### src/rtl/display_arbiter_if.sv
// display_arbiter_if: requester bus and display-side outputs of the display arbiter
interface display_arbiter_if #(
  parameter int NUM_REQ = 4
);
  logic [NUM_REQ-1:0]    req;
  logic [32*NUM_REQ-1:0] data_in;
  logic [NUM_REQ-1:0]    grant;
  logic [2:0]            owner_id;
  logic [31:0]           numero_out;
  logic                  power_on;
  logic                  switch_pulse;
  modport master (
    output req, data_in,
    input  grant, owner_id, numero_out, power_on, switch_pulse
  );
  modport slave (
    input  req, data_in,
    output grant, owner_id, numero_out, power_on, switch_pulse
  );
endinterface

### src/rtl/display_arbiter.sv
// display_arbiter: round-robin owner of the hex display with a minimum hold time
module display_arbiter #(
  parameter int NUM_REQ     = 4,
  parameter int HOLD_CYCLES = 100000000
) (
  input logic clk,
  input logic reset_n,
  display_arbiter_if.slave bus
);
  localparam int CW = $clog2(HOLD_CYCLES + 1);
  typedef enum logic [1:0] {IDLE, HOLD, OPEN} state_t;
  state_t                state_q, state_d;
  logic [NUM_REQ-1:0]    grant_q, grant_d, mreq, sh;
  logic [2:0]            owner_q, owner_d, ptr_q, ptr_d, win;
  logic [CW-1:0]         cnt_q, cnt_d;
  logic [31:0]           numero_q, numero_d;
  logic [32*NUM_REQ-1:0] dsh;
  logic                  power_q, sw_q, any, own_req, take, drop;
  assign dsh = bus.data_in >> {owner_q, 5'b0};
  // Round-robin winner among non-owner requests, scanning upward from the pointer
  always_comb begin
    mreq    = bus.req & ~grant_q;
    any     = |mreq;
    own_req = |(bus.req & grant_q);
    win     = ptr_q;
    sh      = '0;
    for (int k = NUM_REQ; k >= 1; k--) begin
      sh = mreq >> 3'((int'(ptr_q) + k) % NUM_REQ);
      if (sh[0]) win = 3'((int'(ptr_q) + k) % NUM_REQ);
    end
  end
  // Next state: once the hold count reaches 0, pending requests hand over with no idle gap
  always_comb begin
    state_d = state_q;
    grant_d = grant_q;
    owner_d = owner_q;
    ptr_d   = ptr_q;
    cnt_d   = (cnt_q == '0) ? '0 : cnt_q - CW'(1);
    take    = 1'b0;
    drop    = 1'b0;
    case (state_q)
      IDLE: take = any;
      HOLD: begin
        take = any & (!own_req | cnt_q == '0);
        drop = !own_req & !any;
        if (own_req & cnt_q == '0 & !any) state_d = OPEN;
      end
      OPEN: begin
        take = any;
        drop = !own_req & !any;
      end
      default: drop = 1'b1;
    endcase
    if (take) begin
      state_d = HOLD;
      grant_d = {{(NUM_REQ-1){1'b0}}, 1'b1} << win;
      owner_d = win;
      ptr_d   = win;
      cnt_d   = CW'(HOLD_CYCLES - 1);
    end
    if (drop) begin
      state_d = IDLE;
      grant_d = '0;
      owner_d = '0;
    end
    numero_d = (state_q != IDLE && state_d != IDLE) ? dsh[31:0] : '0;
  end
  // State and registered display outputs
  always_ff @(posedge clk or negedge reset_n) begin
    if (!reset_n) begin
      state_q  <= IDLE;
      grant_q  <= '0;
      owner_q  <= '0;
      ptr_q    <= 3'(NUM_REQ - 1);
      cnt_q    <= '0;
      numero_q <= '0;
      power_q  <= 1'b0;
      sw_q     <= 1'b0;
    end else begin
      state_q  <= state_d;
      grant_q  <= grant_d;
      owner_q  <= owner_d;
      ptr_q    <= ptr_d;
      cnt_q    <= cnt_d;
      numero_q <= numero_d;
      power_q  <= state_d != IDLE;
      sw_q     <= grant_d != grant_q;
    end
  end
  assign bus.grant        = grant_q;
  assign bus.owner_id     = owner_q;
  assign bus.numero_out   = numero_q;
  assign bus.power_on     = power_q;
  assign bus.switch_pulse = sw_q;
endmodule
### src/flat_wrapper.sv
// flat-port wrapper written by rule: the top's interface ports become plain ports
module display_arbiter_flat 
#(
  parameter int NUM_REQ     = 4,
  parameter int HOLD_CYCLES = 100000000
)
  (clk, reset_n, bus_req, bus_data_in, bus_grant, bus_owner_id, bus_numero_out, bus_power_on, bus_switch_pulse);
  display_arbiter_if #(.NUM_REQ(NUM_REQ)) bus_i ();
  input logic clk;
  input logic reset_n;
  input wire logic [$bits(bus_i.req)-1:0] bus_req;
  input wire logic [$bits(bus_i.data_in)-1:0] bus_data_in;
  output wire logic [$bits(bus_i.grant)-1:0] bus_grant;
  output wire logic [$bits(bus_i.owner_id)-1:0] bus_owner_id;
  output wire logic [$bits(bus_i.numero_out)-1:0] bus_numero_out;
  output wire logic [$bits(bus_i.power_on)-1:0] bus_power_on;
  output wire logic [$bits(bus_i.switch_pulse)-1:0] bus_switch_pulse;
  assign bus_i.req = bus_req;
  assign bus_i.data_in = bus_data_in;
  assign bus_grant = bus_i.grant;
  assign bus_owner_id = bus_i.owner_id;
  assign bus_numero_out = bus_i.numero_out;
  assign bus_power_on = bus_i.power_on;
  assign bus_switch_pulse = bus_i.switch_pulse;
  display_arbiter #(.NUM_REQ(NUM_REQ), .HOLD_CYCLES(HOLD_CYCLES)) u_core (.clk(clk), .reset_n(reset_n), .bus(bus_i));
endmodule
### config.mk
export PLATFORM = sky130hd
export DESIGN_NAME = display_arbiter_flat
export DESIGN_NICKNAME = d
export VERILOG_FILES = /design/src/rtl/display_arbiter_if.sv /design/src/rtl/display_arbiter.sv /design/src/flat_wrapper.sv
export SDC_FILE = /design/constraint.sdc
export NUM_CORES = 1
export LEC_CHECK = 0
export CAP_MARGIN = 10
export CORE_ASPECT_RATIO = 0.7
export CORE_UTILIZATION = 50
export CTS_CLUSTER_DIAMETER = 200
export DETAILED_ROUTE_END_ITERATION = 10
export DONT_BUFFER_PORTS = 1
export SLEW_MARGIN = 20
export SYNTH_ARGS = -nofsm -noshare
export SYNTH_HDL_FRONTEND = slang
export SYNTH_SLANG_ARGS = --single-unit
### constraint.sdc
create_clock -name clk -period 2.9 [get_ports clk]
set_clock_uncertainty 0.15 [all_clocks]
set_input_delay 0.145 -clock clk [delete_from_list [all_inputs] [get_ports clk]]
set_output_delay 0.145 -clock clk [all_outputs]
set_load 0.05 [all_outputs]
Word-level counts from Yosys, hierarchy flattened. Index checks and enable logic that the tools add are counted.

Bits in registers: 73. Bits in latches: 0. Memory bits (writable): 0. ROM bits: 0. Bits of input ports: 134. Output and inout bits: 41. Word-level logic and storage cells: 67. Memories kept: 0.

Add/subtract/negate cells: 5. $mul: 0. Div/mod/pow operators: 0. $lt $le $gt $ge: 0. Eq/ne operators: 3. Shift operators: 6. Muxes and demuxes: 17. Bitwise logic cells: 12. Reduce and logical (&&, ||, !) cells: 16.

Operator list (number): >> shifter 128 x 8 -> 32 bit (1); two-way mux 27 bit (2); two-way mux 32 bit (1); zero test 27 bit (1); subtractor 27 x 1 -> 27 bit (second input constant) (1); two-way mux 3 bit (6); >> shifter 4 x 3 -> 1 bit (4); OR reduction 2 bit (6); AND 4 bit (2); two-way mux 2 bit (4); two-way mux 4 bit (2); OR reduction 4 bit (2); nonzero test 2 bit (3); adder 2 x 1 -> 2 bit (second input constant) (2); adder 2 bit (second input constant) (2); AND 1 bit (4); AND 1 bit (first input constant) (4); != test 4 bit (1); inverter 4 bit (1); one-hot mux 1 bit (2 select lines) (2); left shift 1 x 3 -> 4 bit (first input constant) (1); == test 2 x 1 -> 1 bit (second input constant) (1); == test 2 bit (second input constant) (1); zero test 1 bit (2); 3 further kinds (3).

Logic depth before layout (Yosys ltp). Gate-level depths: netlist (run 1).

Word-level depth: 12. Gate-level depth with buffers: 9. Mapped depth without buffers: 7.

Least setup slack after synthesis (run 1). OpenSTA, ideal clock, no wires.

Path type: reg2reg. Start point: register u_core.cnt_q[21]. End point: register u_core.grant_q[0], in the netlist u_core.bus.grant[0]. Setup time: 0.133 ns. Arrival time: 2.354 ns. Required time: 2.617 ns. Setup slack: 0.263 ns. Stages on the path, launching flop included: 9. Buffers on the path: 2. Period minus slack after synthesis: 2.637 ns. Cells stage by stage: dfrtp_1 -> or4_4 -> or3_4 -> nor4_2 -> o21ai_1 -> clkbuf_1 -> clkbuf_1 -> nand3_1 -> o31ai_1.

Cells in the longest elaborated chain, start to end: 6.

RTL lines: start, declared (RTL line display_arbiter.sv:15) `logic [CW-1:0] cnt_q, cnt_d;`; start signal, assigned (RTL line display_arbiter.sv:84) `cnt_q <= cnt_d;`; zero test 27 bit (RTL line display_arbiter.sv:44) `take = any & (!own_req | cnt_q == '0);`; OR 1 bit (RTL line display_arbiter.sv:44); AND 1 bit (RTL line display_arbiter.sv:44); one-hot mux 1 bit (2 select lines) (RTL line display_arbiter.sv:41) `case (state_q)`; two-way mux 4 bit (RTL line display_arbiter.sv:54) `if (take) begin`; two-way mux 4 bit (RTL line display_arbiter.sv:61) `if (drop) begin`; named net u_core.grant_d[0] (RTL line display_arbiter.sv:13) `logic [NUM_REQ-1:0] grant_q, grant_d, mreq, sh;`; end signal, assigned (RTL line display_arbiter.sv:81) `grant_q <= grant_d;`; end, declared (RTL line display_arbiter.sv:13).

The timed path passes the listed nets, and every way through them passes these cells. A chain may end at the register's enable or synchronous reset.

Final worst setup path (run 1).
Start point: register u_core.cnt_q[21]. End point: register u_core.cnt_q[25].

Cells in the longest elaborated chain, start to end: 5. Elaborated cells between the ends (all ways): 7. Those cells by class: 1 x add/sub; 3 x mux; 2 x bitwise; 1 x reduce/logical.

RTL lines (RTL line): branches (longest 4 deep; another with subtractor 27 x 1 -> 27 bit); two-way mux 27 bit * (display_arbiter.sv:54); named net u_core.cnt_d[25] (display_arbiter.sv:15).

Mark *: on every way through the listed nets, which the timed path passes.

==> metrics.md, run 1 <==
| Metric | Value |
|---|---|
| Status | `completed` |
| Seq cells post-synth | `73` |
| Max-slew violation count | `0` |
| Mapped Cells | `334` |
| Post-DP HPWL | `6.57 mm` |
| Clock transition at the registers of the reported paths | `0.06 ns` |
| Worst-skew pair later-pin latency | `0.33 ns` |
| Inserted Diodes | `0` |
| Fin crit period | `2.67 ns` |
| Crit start category | `flop` |
| GRT Total Usage | `0.236` |
| Final antenna-violating net count | `0` |
| Grt ovf | `0` |
| Setup TNS | `0 ns` |
| LEAKAGE | `1.85 nW` |
| DRC | `0` |
| Most frequent cells in the layout | `dfrtp_1 (69), and3_1 (35), mux4_2 (32), nor2_1 (19), o21ai_1 (19)` |
| Largest stage delay, worst path | `0.56 ns` |
| Placeable Area | `0.00748 sq mm` |
| Via/cell ratio | `6.09` |
| CTS-repair resized insts | `0` |
| CP Capture Point | `u_core.cnt_q[25]` |
| Routed via count | `2710` |
| First-pass iteration count of the detailed router | `4` |
| Vias in the first global route | `2806` |
| Nets@finish | `482` |
| Stages on the worst setup path | `6` |
| Mean Syn Cell Area | `11.8 sq um` |
| Worst vdd ir | `0.704 mV` |
| Reg-to-reg startpoint | `u_core.cnt_q[21]` |
| IO Pins | `175` |
| Unrepaired setup endpoints after global routing | `no` |
| Yosys cell types | `43` |
| Layout overhead on the synthesized area | `13.4%` |
| Placed inst area | `0.00414 sq mm` |
| Endpoints failing hold | `0` |
| Wire per inst | `20.3 um` |
| Initial antenna violation count | `0` |
| MaxCap Viol Count | `0` |
| Number of cell rows | `26` |
| R2r setup slk | `0.23 ns` |
| Layout cells sized above 1 | `0.219` |
| CTS H-tree depth | `3` |
| Fin area | `0.00449 sq mm` |
| CTS tree | `done` |
| Crit path required time | `2.95 ns` |
| WP data arrival | `2.73 ns` |
| CTS Hold Bufs | `2` |
| Total power | `0.00482 W` |
| Final setup viols | `0` |
| Number of CTS-inserted buffers | `9` |
| Hold WC Path Type | `in2reg` |
| Post-CTS Setup Inserts | `0` |
| Setup Crit Path Kind | `reg2reg` |
| Die width | `108 um` |
| DRT Wirelength | `9.02 mm` |
| Die area | `0.00828 sq mm` |
| Area occupied by registers | `0.00183 sq mm` |
| CP max stage cell | `or4_4` |
| Worst r2r path cells | `6` |
| Hold Slack | `0.0317 ns` |
| PortBufs | `0` |
| Clk sinks | `73` |
| Worst Path Buf+Inv | `0` |
| Die Y | `76.4 um` |
| Crit. End Element | `flop` |
| Dpl ws | `0.245 ns` |
| Setup ws final | `0.227 ns` |
| R2R Path End | `u_core.cnt_q[25]` |
| Sequential share of the synthesized area | `0.462` |
| Initial DRC Count | `151` |
| Pin count of the biggest net entering global routing | `74` |
| Tcrit/Tclk final | `0.922` |
| Worst setup path start | `u_core.cnt_q[21]` |
| Fmax | `374 MHz` |
| FILL cells | `605` |
| Gpl congestion | `0.828` |
| CP max FO | `17` |
| Worst-Margin Slew | `0.726 ns` |
| Pwr Density | `1070 mW/mm^2` |
| Multi-input gate area | `0.00201 sq mm` |
| Clock Path Buffers | `2` |
| Most common cell after layout, fill and taps aside | `dfrtp_1` |
| Synth warnings | `0` |
| Crit-path cells | `or4_4 -> or3_4 -> nor4_2 -> o21ai_2 -> nand2b_1 -> nor2_1` |
| Slew margin rel. | `0.516` |
| Crit path max-delay family | `simple AND/OR/NAND/NOR gates` |
| Syn_nets | `474` |
| Initial core utilization | `0.529` |
| Root Buffer | `clkbuf_16` |
| Global-route wire length before repair | `14.6 mm` |
| Syn Std Cell Area | `0.00396 sq mm` |
-- area by class of cell --
| type | instances | share of cell area |
|---|---|---|
| tap | 98 | 0.0273 |
| sequential | 73 | 0.408 |
| multi-input combinational | 232 | 0.448 |
| timing repair buffer | 18 | 0.0407 |
| inverter | 8 | 0.00669 |
| clock buffer | 12 | 0.0572 |
| clock inverter | 4 | 0.0117 |
-- stage by stage --
step,utilization,cells
after floorplan,-,334
after global placement,0.554,427
after detailed placement,0.554,427
after CTS,0.600,445
after global routing,0.600,445
final,0.600,445
-- cells by family (layout without fill, tap and decap cells) --
group                      after synthesis  in the layout  synth area share
xor gates and xnor gates                20             20            0.0443
DFF                                     73             73             0.462
AOI/OAI and AO/OA                       44             44            0.0705
and+or+nand+nor                        129            129             0.189
buffers and inverters                   29             42            0.0303
adders and majority gates                6              6            0.0190
muxes                                   33             33             0.185
-- synthesized netlist by cell type --
master | instances | share of area
dfrtp_1 | 71 | 0.45
and3_1 | 35 | 0.055
mux4_2 | 32 | 0.18
o21ai_1 | 20 | 0.025
nor2_1 | 19 | 0.018
clkbuf_1 | 17 | 0.016
nand2_1 | 17 | 0.016
xnor2_1 | 14 | 0.031
nand3_1 | 10 | 0.013
nor3_1 | 10 | 0.013
inv_1 | 8 | 0.0076
nor4_1 | 8 | 0.013
ha_1 | 6 | 0.019
nand2b_1 | 6 | 0.0095
xor2_1 | 6 | 0.013
or4_1 | 5 | 0.0095
a21oi_1 | 4 | 0.0051
a22oi_1 | 4 | 0.0076
nor2b_1 | 4 | 0.0063
o31ai_1 | 4 | 0.0076
a21boi_1 | 3 | 0.0057
buf_4 | 3 | 0.0057
or3_1 | 3 | 0.0047
and2_1 | 2 | 0.0032
dfstp_2 | 2 | 0.013
nand4b_1 | 2 | 0.0044
nor4_2 | 2 | 0.0063
o21ai_0 | 2 | 0.0025
a21oi_4 | 1 | 0.0041
buf_1 | 1 | 0.00095
mux2i_1 | 1 | 0.0025
nand3b_1 | 1 | 0.0019
nand4_1 | 1 | 0.0016
nand4_2 | 1 | 0.0032
nor4_4 | 1 | 0.0054
o21a_1 | 1 | 0.0019
o21bai_1 | 1 | 0.0019
o221ai_1 | 1 | 0.0022
o31a_1 | 1 | 0.0022
o32ai_1 | 1 | 0.0022
o41ai_1 | 1 | 0.0022
or3_4 | 1 | 0.0028
or4_4 | 1 | 0.0028
-- layer usage --
layer	GRT usage	share of wire	wire length [um]
met2	0.341	0.44	4010
met3	0.0804	0.085	765
met1	0.341	0.46	4180
met5	0	0	0
met4	0.0541	0.0068	61
-- worst reg2reg max path: cells and delay by family, from the launching register on --
kind             cells  cell delay [ns]
AO/OA/AOI/OAI        1             0.27
flip-flops           1             0.41
AND/OR/NAND/NOR      5             1.74
-- how the worst min path moves through the flow --
stage	depth (start not counted)	start	end	slack, ns
4_1_cts	2	bus_data_in[20]	u_core.bus.numero_out[20]	0.02
6_report	2	bus_data_in[20]	u_core.bus.numero_out[20]	0.03
5_1_grt	2	bus_data_in[19]	u_core.bus.numero_out[19]	0.02
3_5_place_dp	0	reset_n	u_core.bus.numero_out[30]	-0.30
3_3_place_gp	0	reset_n	u_core.bus.numero_out[30]	-0.30
2_1_floorplan	0	reset_n	u_core.bus.grant[0]	-0.30
-- state kept, by name, summed over array words and instances (netlist names) --
| name | flops |
|---|---|
| u_core.bus.numero_out | 32 |
| u_core.cnt_q | 27 |
| u_core.bus.grant | 4 |
| u_core.bus.owner_id | 3 |
| u_core.ptr_q | 3 |
| u_core.state_q | 2 |
| u_core.bus.power_on | 1 |
| u_core.bus.switch_pulse | 1 |
-- report_power, final --
| group | switching, W | internal [W] |
|---|---|---|
| clock | 0.000416 | 0.000713 |
| combinational | 0.000861 | 0.000806 |
| sequential | 0.000764 | 0.00126 |
Note: power is estimated with default switching activity, not from simulation.
==> run 2, diff against run 1 <==
==> constraint.sdc (replaced) <==
create_clock -name clk -period 3.1 [get_ports clk]
set_clock_uncertainty 0.15 [all_clocks]
set_input_delay 0.155 -clock clk [delete_from_list [all_inputs] [get_ports clk]]
set_output_delay 0.155 -clock clk [all_outputs]
set_load 0.05 [all_outputs]
==> metrics.md, run 2 (synthesis gave the netlist of run 1 again) <==
| Metric | Value |
|---|---|
| Clock transition at the registers of the reported paths | `0.06 ns (about the same)` |
| Worst vdd ir | `0.540 mV (was 0.704 mV)` |
| GRT Total Usage | `0.234 (was 0.236)` |
| Gpl congestion | `0.805 (was 0.828)` |
| Die area | `0.00828 sq mm (unchanged)` |
| Placeable Area | `0.00748 sq mm (unchanged)` |
| Vias in the first global route | `2788 (was 2806)` |
| LEAKAGE | `1.85 nW (about the same)` |
| Most common cell after layout, fill and taps aside | `dfrtp_1 (unchanged)` |
| FILL cells | `617 (was 605)` |
| Final setup viols | `0 (unchanged)` |
| CP max stage cell | `or4_4 (unchanged)` |
| Hold WC Path Type | `in2reg (unchanged)` |
| Hold Path End | `u_core.bus.numero_out[12] (was u_core.bus.numero_out[20])` |
| DRT Wirelength | `9.05 mm (was 9.02 mm)` |
| Crit path required time | `3.21 ns (was 2.95 ns)` |
| Worst-skew pair later-pin latency | `0.33 ns (about the same)` |
| Tcrit/Tclk final | `0.899 (was 0.922)` |
| Via/cell ratio | `6.15 (was 6.09)` |
| Initial antenna violation count | `0 (unchanged)` |
| Slew margin rel. | `0.379 (was 0.516)` |
| Inserted Diodes | `0 (unchanged)` |
| Wire per inst | `20.3 um (about the same)` |
| Pin count of the biggest net entering global routing | `74 (unchanged)` |
| Clk sinks | `73 (unchanged)` |
| Worst r2r path cells | `7 (was 6)` |
| Status | `completed (unchanged)` |
| Crit start category | `flop (unchanged)` |
| CTS tree | `done (unchanged)` |
| Worst Hold Depth | `2 (unchanged)` |
| Nets@finish | `482 (unchanged)` |
| Grt ovf | `0 (unchanged)` |
| Global-route wire length before repair | `14.7 mm (was 14.6 mm)` |
| IO Pins | `175 (unchanged)` |
| Post-DP HPWL | `6.61 mm (was 6.57 mm)` |
| Crit-path cells | `or4_4 -> or3_4 -> nor4_4 -> nand4_2 -> a21oi_4 -> buf_4 -> and3_1 (was or4_4 -> or3_4 -> nor4_2 -> o21ai_2 -> nand2b_1 -> nor2_1)` |
| Final antenna-violating net count | `0 (unchanged)` |
| Layout overhead on the synthesized area | `13.2% (was 13.4%)` |
| DRC | `0 (unchanged)` |
| Endpoints failing hold | `0 (unchanged)` |
| R2R Path End | `u_core.bus.numero_out[26] (was u_core.cnt_q[25])` |
| Routed via count | `2738 (was 2710)` |
| Initial DRC Count | `132 (was 151)` |
| Setup Crit Path Kind | `reg2reg (unchanged)` |
| R2r setup slk | `0.31 ns (was 0.23 ns)` |
| Crit. End Element | `flop (unchanged)` |
| Hold Slack | `0.0487 ns (was 0.0317 ns)` |
| Layout cells sized above 1 | `0.222 (was 0.219)` |
| Setup TNS | `0 ns (unchanged)` |
| Number of CTS-inserted buffers | `9 (unchanged)` |
| Total power | `0.00454 W (was 0.00482 W)` |
| Die Y | `76.4 um (unchanged)` |
| MaxCap Viol Count | `0 (unchanged)` |
| Fmax | `359 MHz (was 374 MHz)` |
| Initial core utilization | `0.529 (unchanged)` |
| CP max FO | `33 (was 17)` |
| Die width | `108 um (unchanged)` |
| Pwr Density | `1010 mW/mm^2 (was 1070 mW/mm^2)` |
| Max-slew violation count | `0 (unchanged)` |
| Worst-Margin Slew | `0.931 ns (was 0.726 ns)` |
| WP data arrival | `2.90 ns (was 2.73 ns)` |
| PortBufs | `0 (unchanged)` |
| Reg-to-reg startpoint | `u_core.cnt_q[20] (was u_core.cnt_q[21])` |
| First-pass iteration count of the detailed router | `4 (unchanged)` |
| Unrepaired setup endpoints after global routing | `no (unchanged)` |
| Largest register FFs | `32 (unchanged)` |
| Fin crit period | `2.79 ns (was 2.67 ns)` |
| Largest stage delay, worst path | `0.55 ns (was 0.56 ns)` |
| Clock Path Buffers | `2 (unchanged)` |
| Root Buffer | `clkbuf_16 (unchanged)` |
| CTS H-tree depth | `3 (unchanged)` |
| Most frequent cells in the layout | `dfrtp_1 (69), and3_1 (35), mux4_2 (32), nor2_1 (19), o21ai_1 (19) (unchanged)` |
| Worst Min Path Start | `bus_data_in[12] (was bus_data_in[20])` |
| Number of cell rows | `26 (unchanged)` |
run 2: cell count changes in the layout (fill, tap and decap cells not counted):
| cell | previous run | this run |
|---|---|---|
| clkinvlp_4 | 3 | 1 |
| clkbuf_8 | 2 | 0 |
| buf_12 | 2 | 0 |
| buf_4 | 14 | 16 |
| clkbuf_1 | 1 | 0 |
| bufinv_16 | 1 | 2 |
| clkinv_4 | 0 | 3 |
| inv_6 | 0 | 1 |
run 2: layout make-up:
class                      instances  area, sq um  area share
multi-input combinational        232         2010       0.449
clock inverter                     7          103      0.0229
timing repair buffer              18          158      0.0352
inverter                           8         30.0     0.00670
clock buffer                       9          225      0.0503
sequential                        73         1830       0.409
tap                               98          123      0.0274
run 2: worst max path at each step:
| stage | start | end | slack (ns) | depth (start not counted) |
|---|---|---|---|---|
| floorplan | u_core.cnt_q[21] | u_core.bus.grant[0] | 0.46 | 8 |
| global placement | u_core.cnt_q[21] | u_core.bus.numero_out[18] | 0.42 | 7 |
| detailed placement | u_core.cnt_q[21] | u_core.bus.numero_out[2] | 0.35 | 7 |
| CTS | u_core.cnt_q[21] | u_core.bus.numero_out[2] | 0.31 | 7 |
| global route | u_core.cnt_q[7] | u_core.bus.numero_out[26] | 0.18 | 7 |
| finish | u_core.cnt_q[20] | u_core.bus.numero_out[26] | 0.31 | 7 |
run 2: critical path, delay by kind of cell (launching register included):
| kind | cells | cell delay (ns) |
|---|---|---|
| and+or+nand+nor | 5 | 1.71 |
| DFF | 1 | 0.42 |
| buffers and inverters | 1 | 0.28 |
| AOI/OAI and AO/OA | 1 | 0.16 |
run 2: stage by stage:
| step | setup WS [ns] | utilization | instance area, sq um | instances |
|---|---|---|---|---|
| 5_1_grt | 0.184 | 0.599 | 4480 | 445 |
| 4_1_cts | 0.306 | 0.599 | 4480 | 445 |
| 3_3_place_gp | 0.422 | 0.550 | 4120 | 427 |
| 2_1_floorplan | 0.463 | - | 3960 | 334 |
| 3_5_place_dp | 0.346 | 0.550 | 4120 | 427 |
| 6_report | 0.314 | 0.599 | 4480 | 445 |
run 2: repair_timing:
action	in CTS	in global routing
hold buffers	2	0
buffers inserted	0	0
endpoints found under the hold margin	73	0
resized for setup	0	0
run 2: power breakdown:
part	switching (W)	total [W]	internal [W]
Combinational	0.000784	0.00149	0.000708
Clock	0.000416	0.00113	0.000711
Sequential	0.000747	0.00192	0.00118
run 2: layer usage:
layer  GRT usage  up-vias  share of wire
met1       0.351     1347           0.47
met4      0.0649        0         0.0062
li1            -     1265              -
met2       0.338      122           0.46
met3      0.0573        4          0.071
met5           0        -              0
==> run 3, diff against run 2 <==
--- a/config.mk
+++ b/config.mk
@@ -6,11 +6,15 @@
 export NUM_CORES = 1
 export LEC_CHECK = 0
 export CAP_MARGIN = 10
+export CELL_PAD_IN_SITES_DETAIL_PLACEMENT = 1
+export CELL_PAD_IN_SITES_GLOBAL_PLACEMENT = 2
 export CORE_ASPECT_RATIO = 0.7
-export CORE_UTILIZATION = 50
+export CORE_MARGIN = 2
+export CORE_UTILIZATION = 41
 export CTS_CLUSTER_DIAMETER = 200
 export DETAILED_ROUTE_END_ITERATION = 10
 export DONT_BUFFER_PORTS = 1
+export PLACE_DENSITY_LB_ADDON = 0.1
 export SLEW_MARGIN = 20
 export SYNTH_ARGS = -nofsm -noshare
 export SYNTH_HDL_FRONTEND = slang
==> metrics.md, run 3 (synthesis gave the netlist of run 1 again) <==
| Metric | Value |
|---|---|
| Via/cell ratio | `5.87 (was 6.15)` |
| Fmax | `361 MHz (was 359 MHz)` |
| Worst-skew pair later-pin latency | `0.33 ns (about the same)` |
| Most common cell after layout, fill and taps aside | `dfrtp_1 (unchanged)` |
| Layout overhead on the synthesized area | `14.9% (was 13.2%)` |
| Area occupied by registers | `0.00183 sq mm (unchanged)` |
| CTS Hold Bufs | `2 (unchanged)` |
| MaxCap Viol Count | `0 (unchanged)` |
| Placed cell count | `455 (was 427)` |
| Fin crit period | `2.77 ns (was 2.79 ns)` |
| Most frequent cells in the layout | `dfrtp_1 (69), and3_1 (35), mux4_2 (32), nor2_1 (19), o21ai_1 (19) (unchanged)` |
| Gpl congestion | `0.765 (was 0.805)` |
| Dpl ws | `0.325 ns (was 0.346 ns)` |
| PortBufs | `0 (unchanged)` |
| Setup TNS | `0 ns (unchanged)` |
| Tcrit/Tclk final | `0.895 (was 0.899)` |
| Pin count of the biggest net entering global routing | `74 (unchanged)` |
| Nets@finish | `484 (was 482)` |
| Inserted Diodes | `0 (unchanged)` |
| Slew margin rel. | `0.352 (was 0.379)` |
| Post-DP HPWL | `7.32 mm (was 6.61 mm)` |
| Max-slew violation count | `0 (unchanged)` |
| Global-route wire length before repair | `16.6 mm (was 14.7 mm)` |
| CTS-repair resized insts | `0 (unchanged)` |
| Die Y | `86.2 um (was 76.4 um)` |
| Grt ovf | `0 (unchanged)` |
| GRT Total Usage | `0.207 (was 0.234)` |
| R2r setup slk | `0.33 ns (was 0.31 ns)` |
| Unrepaired setup endpoints after global routing | `no (unchanged)` |
| Hold WC Path Type | `in2reg (unchanged)` |
| Die width | `121 um (was 108 um)` |
| Root Buffer | `clkbuf_16 (unchanged)` |
| Clock Path Buffers | `2 (unchanged)` |
| WP data arrival | `2.89 ns (was 2.90 ns)` |
| Setup Crit Path Kind | `reg2reg (unchanged)` |
| Multi-input gate area | `0.00201 sq mm (unchanged)` |
| Initial antenna violation count | `0 (unchanged)` |
| FILL cells | `958 (was 617)` |
| Largest register FFs | `32 (unchanged)` |
| Worst-Margin Slew | `0.972 ns (was 0.931 ns)` |
| Crit. End Element | `flop (unchanged)` |
| Crit path required time | `3.21 ns (about the same)` |
| Number of CTS-inserted buffers | `9 (unchanged)` |
| First-pass iteration count of the detailed router | `4 (unchanged)` |
| Status | `completed (unchanged)` |
| Worst vdd ir | `0.683 mV (was 0.540 mV)` |
| Largest stage delay, worst path | `0.56 ns (was 0.55 ns)` |
| Layout cells sized above 1 | `0.223 (was 0.222)` |
| Post-CTS Setup Inserts | `0 (unchanged)` |
| Vias in the first global route | `3102 (was 2788)` |
| Final setup viols | `0 (unchanged)` |
| Hold Slack | `0.0464 ns (was 0.0487 ns)` |
| CTS H-tree depth | `3 (unchanged)` |
| Clk sinks | `73 (unchanged)` |
| Initial core utilization | `0.429 (was 0.529)` |
| IO Pins | `175 (unchanged)` |
| Wire per inst | `21.1 um (was 20.3 um)` |
| DRT Wirelength | `10.0 mm (was 9.05 mm)` |
| Layout Cells excl Fill | `473 (was 445)` |
| Setup ws final | `0.327 ns (was 0.314 ns)` |
| CP max FO | `33 (unchanged)` |
| CTS tree | `done (unchanged)` |
| Initial DRC Count | `129 (was 132)` |
| Routed via count | `2775 (was 2738)` |
| Crit start category | `flop (unchanged)` |
| Clock transition at the registers of the reported paths | `0.06 ns (about the same)` |
| Pwr Density | `1030 mW/mm^2 (was 1010 mW/mm^2)` |
| Number of cell rows | `29 (was 26)` |
| LEAKAGE | `1.87 nW (was 1.85 nW)` |
| Placeable Area | `0.00922 sq mm (was 0.00748 sq mm)` |
| CP max stage cell | `or4_4 (unchanged)` |
| Die area | `0.0105 sq mm (was 0.00828 sq mm)` |
| Final antenna-violating net count | `0 (unchanged)` |
| Endpoints failing hold | `0 (unchanged)` |
| Crit-path cells | `or4_4 -> or3_4 -> nor4_4 -> nand4_2 -> a21oi_4 -> buf_4 -> and3_1 (unchanged)` |
| DRC | `0 (unchanged)` |
run 3: cell type report:
| cell class | count | share of cell area |
|---|---|---|
| multi-input cells | 232 | 0.442 |
| flip-flops and latches | 73 | 0.403 |
| clock buffers | 11 | 0.0534 |
| repair buffers | 20 | 0.0380 |
| well taps | 124 | 0.0341 |
| clock inverters | 5 | 0.0226 |
| inverters | 8 | 0.00660 |
run 3: final timing paths:
kind	start	end	depth (start not counted)
setup / recovery	u_core.cnt_q[21]	u_core.bus.numero_out[18]	7
hold / removal	bus_data_in[30]	u_core.bus.numero_out[30]	2
setup reg to reg	u_core.cnt_q[21]	u_core.bus.numero_out[18]	7
hold reg to reg	u_core.ptr_q[2]	u_core.ptr_q[2]	1
max in group asynchronous	reset_n	u_core.ptr_q[1]	2
min in group asynchronous	reset_n	u_core.cnt_q[2]	2
run 3: critical path, delay by kind of cell (launching register included):
| kind | cells | cell delay, ns |
|---|---|---|
| AND/OR/NAND/NOR | 5 | 1.70 |
| flip-flops | 1 | 0.41 |
| buffers and inverters | 1 | 0.28 |
| AO/OA/AOI/OAI | 1 | 0.15 |
run 3: where the power goes:
part / total (W) / switching, W / internal (W)
clock: 0.00120 / 0.000389 / 0.000807
combinational: 0.00155 / 0.000810 / 0.000740
sequential: 0.00192 / 0.000746 / 0.00118
run 3: layer usage:
metal / GRT usage / up-vias / share of wire
li1: - / 1269 / -
met1: 0.274 / 1392 / 0.45
met2: 0.324 / 97 / 0.46
met3: 0.0671 / 17 / 0.073
met4: 0.0700 / 0 / 0.017
met5: 0 / - / 0
run 3: per-stage QoR:
step	area, sq um	util	total power [W]
after global routing	4550	0.493	0.00497
after global placement	4160	0.452	0.00345
after floorplan	3960	-	0.00310
after detailed placement	4160	0.452	0.00349
after CTS	4550	0.493	0.00473
final	4550	0.493	0.00467
